<file path="config.mk">
export PLATFORM = sky130hd
export DESIGN_NAME = rx_data_sampler
export DESIGN_NICKNAME = d
export VERILOG_FILES = /design/src/rtl/rx_data_sampler_pkg.sv /design/src/rtl/rx_data_sampler_bit_sync.sv /design/src/rtl/rx_data_sampler.sv
export SDC_FILE = /design/constraint.sdc
export NUM_CORES = 1
export LEC_CHECK = 0
export BUFFER_PORTS_ARGS = -buffer_cell sky130_fd_sc_hd__buf_2
export CAP_MARGIN = 20
export CORE_MARGIN = 1.5
export CORE_UTILIZATION = 59
export DETAILED_ROUTE_END_ITERATION = 10
export PLACE_DENSITY = 0.87
export SLEW_MARGIN = 20
export SYNTH_ARGS = -nofsm -noshare
export SYNTH_HDL_FRONTEND = slang
export SYNTH_SLANG_ARGS = --single-unit
export TNS_END_PERCENT = 30
</file>
<file path="constraint.sdc">
create_clock -name CLK -period 4.65 [get_ports CLK]
set_input_delay 0.2325 -clock CLK [delete_from_list [all_inputs] [get_ports CLK]]
set_output_delay 0.2325 -clock CLK [all_outputs]
set_load 0.05 [all_outputs]
</file>
<file path="src/rtl/rx_data_sampler_pkg.sv">
// Shared UART RX constants: legal oversampling ratios and the idle line level.
package rx_data_sampler_pkg;

  localparam int PRESC_8  = 8;
  localparam int PRESC_16 = 16;
  localparam int PRESC_32 = 32;

  localparam logic IDLE_LEVEL = 1'b1;

  function automatic logic isLegalPresc(input int unsigned p);
    return (p == PRESC_8) || (p == PRESC_16) || (p == PRESC_32);
  endfunction

endpackage

</file>
<file path="src/rtl/rx_data_sampler_bit_sync.sv">
// Multi-stage flop synchronizer for a single asynchronous bit.
module bit_sync
  import rx_data_sampler_pkg::*;
#(
  parameter int   STAGES  = 2,
  parameter logic RST_VAL = IDLE_LEVEL
) (
  input  logic i_clk,
  input  logic i_rst,
  input  logic i_d,
  output logic o_q
);

  logic [STAGES-1:0] r_sync;

  always_ff @(posedge i_clk or posedge i_rst) begin
    if (i_rst) begin
      r_sync <= {STAGES{RST_VAL}};
    end else begin
      r_sync <= {r_sync[STAGES-2:0], i_d};
    end
  end

  assign o_q = r_sync[STAGES-1];

endmodule

</file>
<file path="src/rtl/rx_data_sampler.sv">
// Oversampling RX bit sampler: times each bit with an edge counter and
// majority-votes three mid-bit samples of the synchronized line.
module rx_data_sampler
  import rx_data_sampler_pkg::*;
#(
  parameter int PRESC_W  = 6,
  parameter int BITCNT_W = 4
) (
  input  logic                CLK,
  input  logic                RST,
  input  logic                RX_IN,
  input  logic [PRESC_W-1:0]  prescale,
  input  logic                dat_samp_en,
  output logic                sampled_bit,
  output logic                samp_valid,
  output logic                bit_end,
  output logic [BITCNT_W-1:0] bit_cnt
);

  localparam logic [PRESC_W-1:0]  P_ONE = PRESC_W'(1);
  localparam logic [PRESC_W-1:0]  P_DEF = PRESC_W'(PRESC_8);
  localparam logic [BITCNT_W-1:0] B_ONE = BITCNT_W'(1);

  logic                r_enD;
  logic [PRESC_W-1:0]  r_presc;
  logic [PRESC_W-1:0]  r_edgeCnt;
  logic [BITCNT_W-1:0] r_bitCnt;
  logic                r_samp0;
  logic                r_samp1;
  logic                r_sampledBit;
  logic                r_sampValid;
  logic                r_bitEnd;

  logic                w_sync;
  logic [PRESC_W-1:0]  w_prescIn;
  logic [PRESC_W-1:0]  w_p;
  logic [PRESC_W-1:0]  w_half;
  logic [PRESC_W-1:0]  w_last;
  logic                w_wrap;
  logic [PRESC_W-1:0]  w_cntNxt;
  logic                w_maj;

  bit_sync #(
    .STAGES  (2),
    .RST_VAL (IDLE_LEVEL)
  ) u_sync (
    .i_clk (CLK),
    .i_rst (RST),
    .i_d   (RX_IN),
    .o_q   (w_sync)
  );

  // On the enabling cycle the shadow is not yet loaded, so use the live input.
  assign w_prescIn = isLegalPresc(int'(prescale)) ? prescale : P_DEF;
  assign w_p       = r_enD ? r_presc : w_prescIn;
  assign w_half    = w_p >> 1;
  assign w_last    = w_p - P_ONE;
  assign w_wrap    = (r_edgeCnt == w_last);
  assign w_cntNxt  = w_wrap ? '0 : (r_edgeCnt + P_ONE);

  // Third sample is the live synchronized line, voted in the cycle it is taken.
  assign w_maj = (r_samp0 & r_samp1) | (r_samp0 & w_sync) | (r_samp1 & w_sync);

  always_ff @(posedge CLK or posedge RST) begin
    if (RST) begin
      r_enD        <= 1'b0;
      r_presc      <= P_DEF;
      r_edgeCnt    <= '0;
      r_bitCnt     <= '0;
      r_samp0      <= 1'b0;
      r_samp1      <= 1'b0;
      r_sampledBit <= IDLE_LEVEL;
      r_sampValid  <= 1'b0;
      r_bitEnd     <= 1'b0;
    end else if (!dat_samp_en) begin
      r_enD        <= 1'b0;
      r_edgeCnt    <= '0;
      r_bitCnt     <= '0;
      r_samp0      <= 1'b0;
      r_samp1      <= 1'b0;
      r_sampledBit <= IDLE_LEVEL;
      r_sampValid  <= 1'b0;
      r_bitEnd     <= 1'b0;
    end else begin
      r_enD     <= 1'b1;
      r_edgeCnt <= w_cntNxt;
      if (!r_enD) begin
        r_presc <= w_prescIn;
      end
      if (w_wrap) begin
        r_bitCnt <= r_bitCnt + B_ONE;
      end
      if (r_edgeCnt == (w_half - P_ONE)) begin
        r_samp0 <= w_sync;
      end
      if (r_edgeCnt == w_half) begin
        r_samp1 <= w_sync;
      end
      // Strobe and voted bit become visible together at edge_cnt == P/2+2.
      if (r_edgeCnt == (w_half + P_ONE)) begin
        r_sampledBit <= w_maj;
        r_sampValid  <= 1'b1;
      end else begin
        r_sampValid  <= 1'b0;
      end
      r_bitEnd <= (w_cntNxt == w_last);
    end
  end

  assign sampled_bit = r_sampledBit;
  assign samp_valid  = r_sampValid;
  assign bit_end     = r_bitEnd;
  assign bit_cnt     = r_bitCnt;

endmodule

</file>
==> metrics.yaml <==
status: "finished, final reports clean"
dominantRegCellSynth: "dfrtp_1"
firstDrtPassIters: 4
p_per_area_nw_per_um2: 231
critPathBufInv: 0
cts_resized: 0
gp_congestion: 0.909
grt_pass1_wl_um: 6580
cts_inserted_buffers: 3
io_buffers: 16
worst_slew_pin_slew_ps: 893
synth_edf_count: 0
cp_top_family: "simple AND/OR/NAND/NOR gates"
path_cells: "nand2_1 > ha_1 > nor3b_1 > and3_1 > o21ai_0 > o221ai_2 > or2_1 > o31a_1 > a211oi_1"
sequentialPowerShare_pct: 49.6
track_usage_pct: 24.8
ys_seq_area_share_pct: 32.1
leakage_nw: 0.871
slowest_delay_ps: 760
wirelength_um: 4030
rr_worst_depth: 9
root_buffer: "clkbuf_4"
fmax_ghz: 0.299
synth.lib_cells_used.distinct: 55
cap_viol_max_count: 0
clockBufferDepth: 2
worst_setup_hold_path_clk_slew_ps: 130
drcViolationCount: 0
cts_tree: "yes"
design_area_um2: 2040
grt_max_degree: 25
hold_viol: 0
async_reset_ff_share_pct: 100
layout.nets: 237
p_sw_share_pct: 27.5
syn_nets: 226
slowest_stage: "dfrtp_1"
ys_warn_count: 0
antenna_found_initial: 0
dp.cells: 261
cp-end-kind: "flip-flop"
vias_per_cell: 5.92
vdd_drop_max_uv: 149
cp_num_cells: 9
antenna-diode-count: 0
syn-instance-count: 212
syn_area_per_cell_um2: 8.91
power_frac_comb_pct: 17.8
critical_path_class: "flip-flop to flip-flop"
power_frac_clock_pct: 32.6
die-area_um2: 3550
fin_crit_sh_pct: 71.9
final_cells: 266
syn_to_final_growth_pct: 7.82
first_iter_violations: 86
postPlaceCellArea_um2: 1970
ios: 17
grt_pass1_vias: 1462
core.rowCount: 20
slew_viol_final: 0
start_util_pct: 61.8
grt_overflow_total: 0
finalSetupTns_ps: 0
critPathArrivalTime_ps: 3590
netSwitchingPower_uw: 129
hpwl_um: 3030
grt_setup_unrepaired: "false"
num_vias: 1574
fp.dieW_um: 59.6
drive_gt1_share_pct: 16.2
clkLatencyLatePin_ps: 330
required_ps: 4900
finalClockSkew_ps: 4.79
intPower_uw: 340
hold_path_class: "primary input to asynchronous set/reset pin"
worstPathMaxFanout: 19
clock-sinks: 24
core_um2: 3050
final_cell_mix: "24 x xnor2_1, 24 x nor2_1, 20 x dfrtp_1"
die_h_um: 59.6
netlist_area_um2: 1890
wl_per_cell_um: 15.2
relSlewSlack_pct: 40.4
ant_nets: 0
period_minus_slack_ps: 3340
ys_seq_elements: 24
htree_levels: 1
setup_viol: 0
critPathLaunchType: "flip-flop"
-- final timing paths --
kind	endpoint	start	slack, ps
max	bit_end$_DFF_PP0_	r_enD$_DFF_PP0_	1310
min	r_edgeCnt[1]$_DFF_PP0_	RST	70
max reg2reg	bit_end$_DFF_PP0_	r_enD$_DFF_PP0_	1310
min reg2reg	u_sync.r_sync[1]$_DFF_PP1_	u_sync.r_sync[0]$_DFF_PP1_	370
max in group asynchronous	r_presc[4]$_DFFE_PP0P_	RST	4040
min in group CLK	r_enD$_DFF_PP0_	dat_samp_en	160
-- worst register-to-register path, delay by kind of cell, from the launching register on --
family	cells	cell delay [ps]
AND/OR/NAND/NOR	4	1180
AO/OA/AOI/OAI	4	900
flip-flops	1	760
adder cells (fa/ha/maj)	1	430
-- Yosys cell counts, types with 2 or more instances --
library cell  instances  area share, %
nand4_1               3           0.99
mux2_2                4            2.4
xnor2_1              24             11
clkbuf_1              7            1.4
and3_1                4            1.3
nor4_1                3           0.99
nand2b_1              3           0.99
inv_1                10            2.0
dfstp_2               4            5.6
o31a_1                2           0.93
dfrtp_1              20             27
nor3_1                5            1.3
buf_1                 2           0.40
nor3b_1               3            1.2
a31oi_1               3           0.99
nand3_1               8            2.1
nor2_1               24            4.8
a21oi_1               8            2.1
nand4bb_1             2            1.2
o31ai_4               2            2.3
nand2_1              15            3.0
xor2_1                6            2.8
ha_1                  4            2.7
mux2i_1               6            3.2
o21ai_0               6            1.6
or2_1                 3           0.99
and2_1                3           0.99
-- cell families after synthesis --
| kind of cell | after synthesis | share of synthesized area [%] |
|---|---|---|
| compound gates | 38 | 16.0 |
| xor+xnor | 32 | 16.0 |
| fa+ha+maj | 4 | 2.65 |
| flops | 24 | 32.1 |
| mux | 10 | 5.57 |
| simple gates | 82 | 22.9 |
| buf+inv | 22 | 4.84 |
-- per-layer routing --
layer	global-route usage, %	share of wire, %	vias to the layer above
met5	0	0	-
met4	11.1	1.9	0
met3	3.06	5.0	7
met1	33.7	46	747
met2	39.6	47	50
li1	-	-	770
-- repair_timing --
action                                 CTS  global route
hold buffers                             1             0
endpoints found under the hold margin    1             0
buffers inserted                         0             0
-- metrics by stage --
step	setup WS, ps	hold slack (ps)	power (mW)	util, %
2_1_floorplan	1770	237	0.299	-
3_3_place_gp	1570	337	0.316	64.6
3_5_place_dp	1410	342	0.319	64.6
4_1_cts	1360	79.9	0.474	66.7
5_1_grt	1050	149	0.489	66.7
6_report	1310	71.8	0.469	66.7
-- power groups by stage --
stage | clock (mW) | sequential [mW] | combinational, mW
floorplan | 0 | 0.229 | 0.0701
global placement | 0 | 0.236 | 0.0798
detailed placement | 0 | 0.236 | 0.0823
CTS | 0.158 | 0.232 | 0.0832
global route | 0.163 | 0.234 | 0.0925
finish | 0.153 | 0.233 | 0.0834
-- area by class of cell --
| class | count | area (um^2) |
|---|---|---|
| multi-input combinational | 166 | 1190 |
| timing repair buffer | 17 | 90.1 |
| inverter | 11 | 41.3 |
| fill | 263 | 1020 |
| clock inverter | 1 | 30.0 |
| tap | 44 | 55.1 |
| sequential | 24 | 606 |
| clock buffer | 3 | 22.5 |
-- flip-flops by register name, summed over array words and instances, names as in the netlist --
| name | cells |
|---|---|
| r_enD | 1 |
| samp_valid | 1 |
| r_edgeCnt | 6 |
| r_samp1 | 1 |
| r_samp0 | 1 |
| r_presc | 6 |
| u_sync.r_sync | 2 |
| bit_cnt | 4 |
| bit_end | 1 |
| sampled_bit | 1 |
Note: power is estimated with default switching activity, not from simulation.
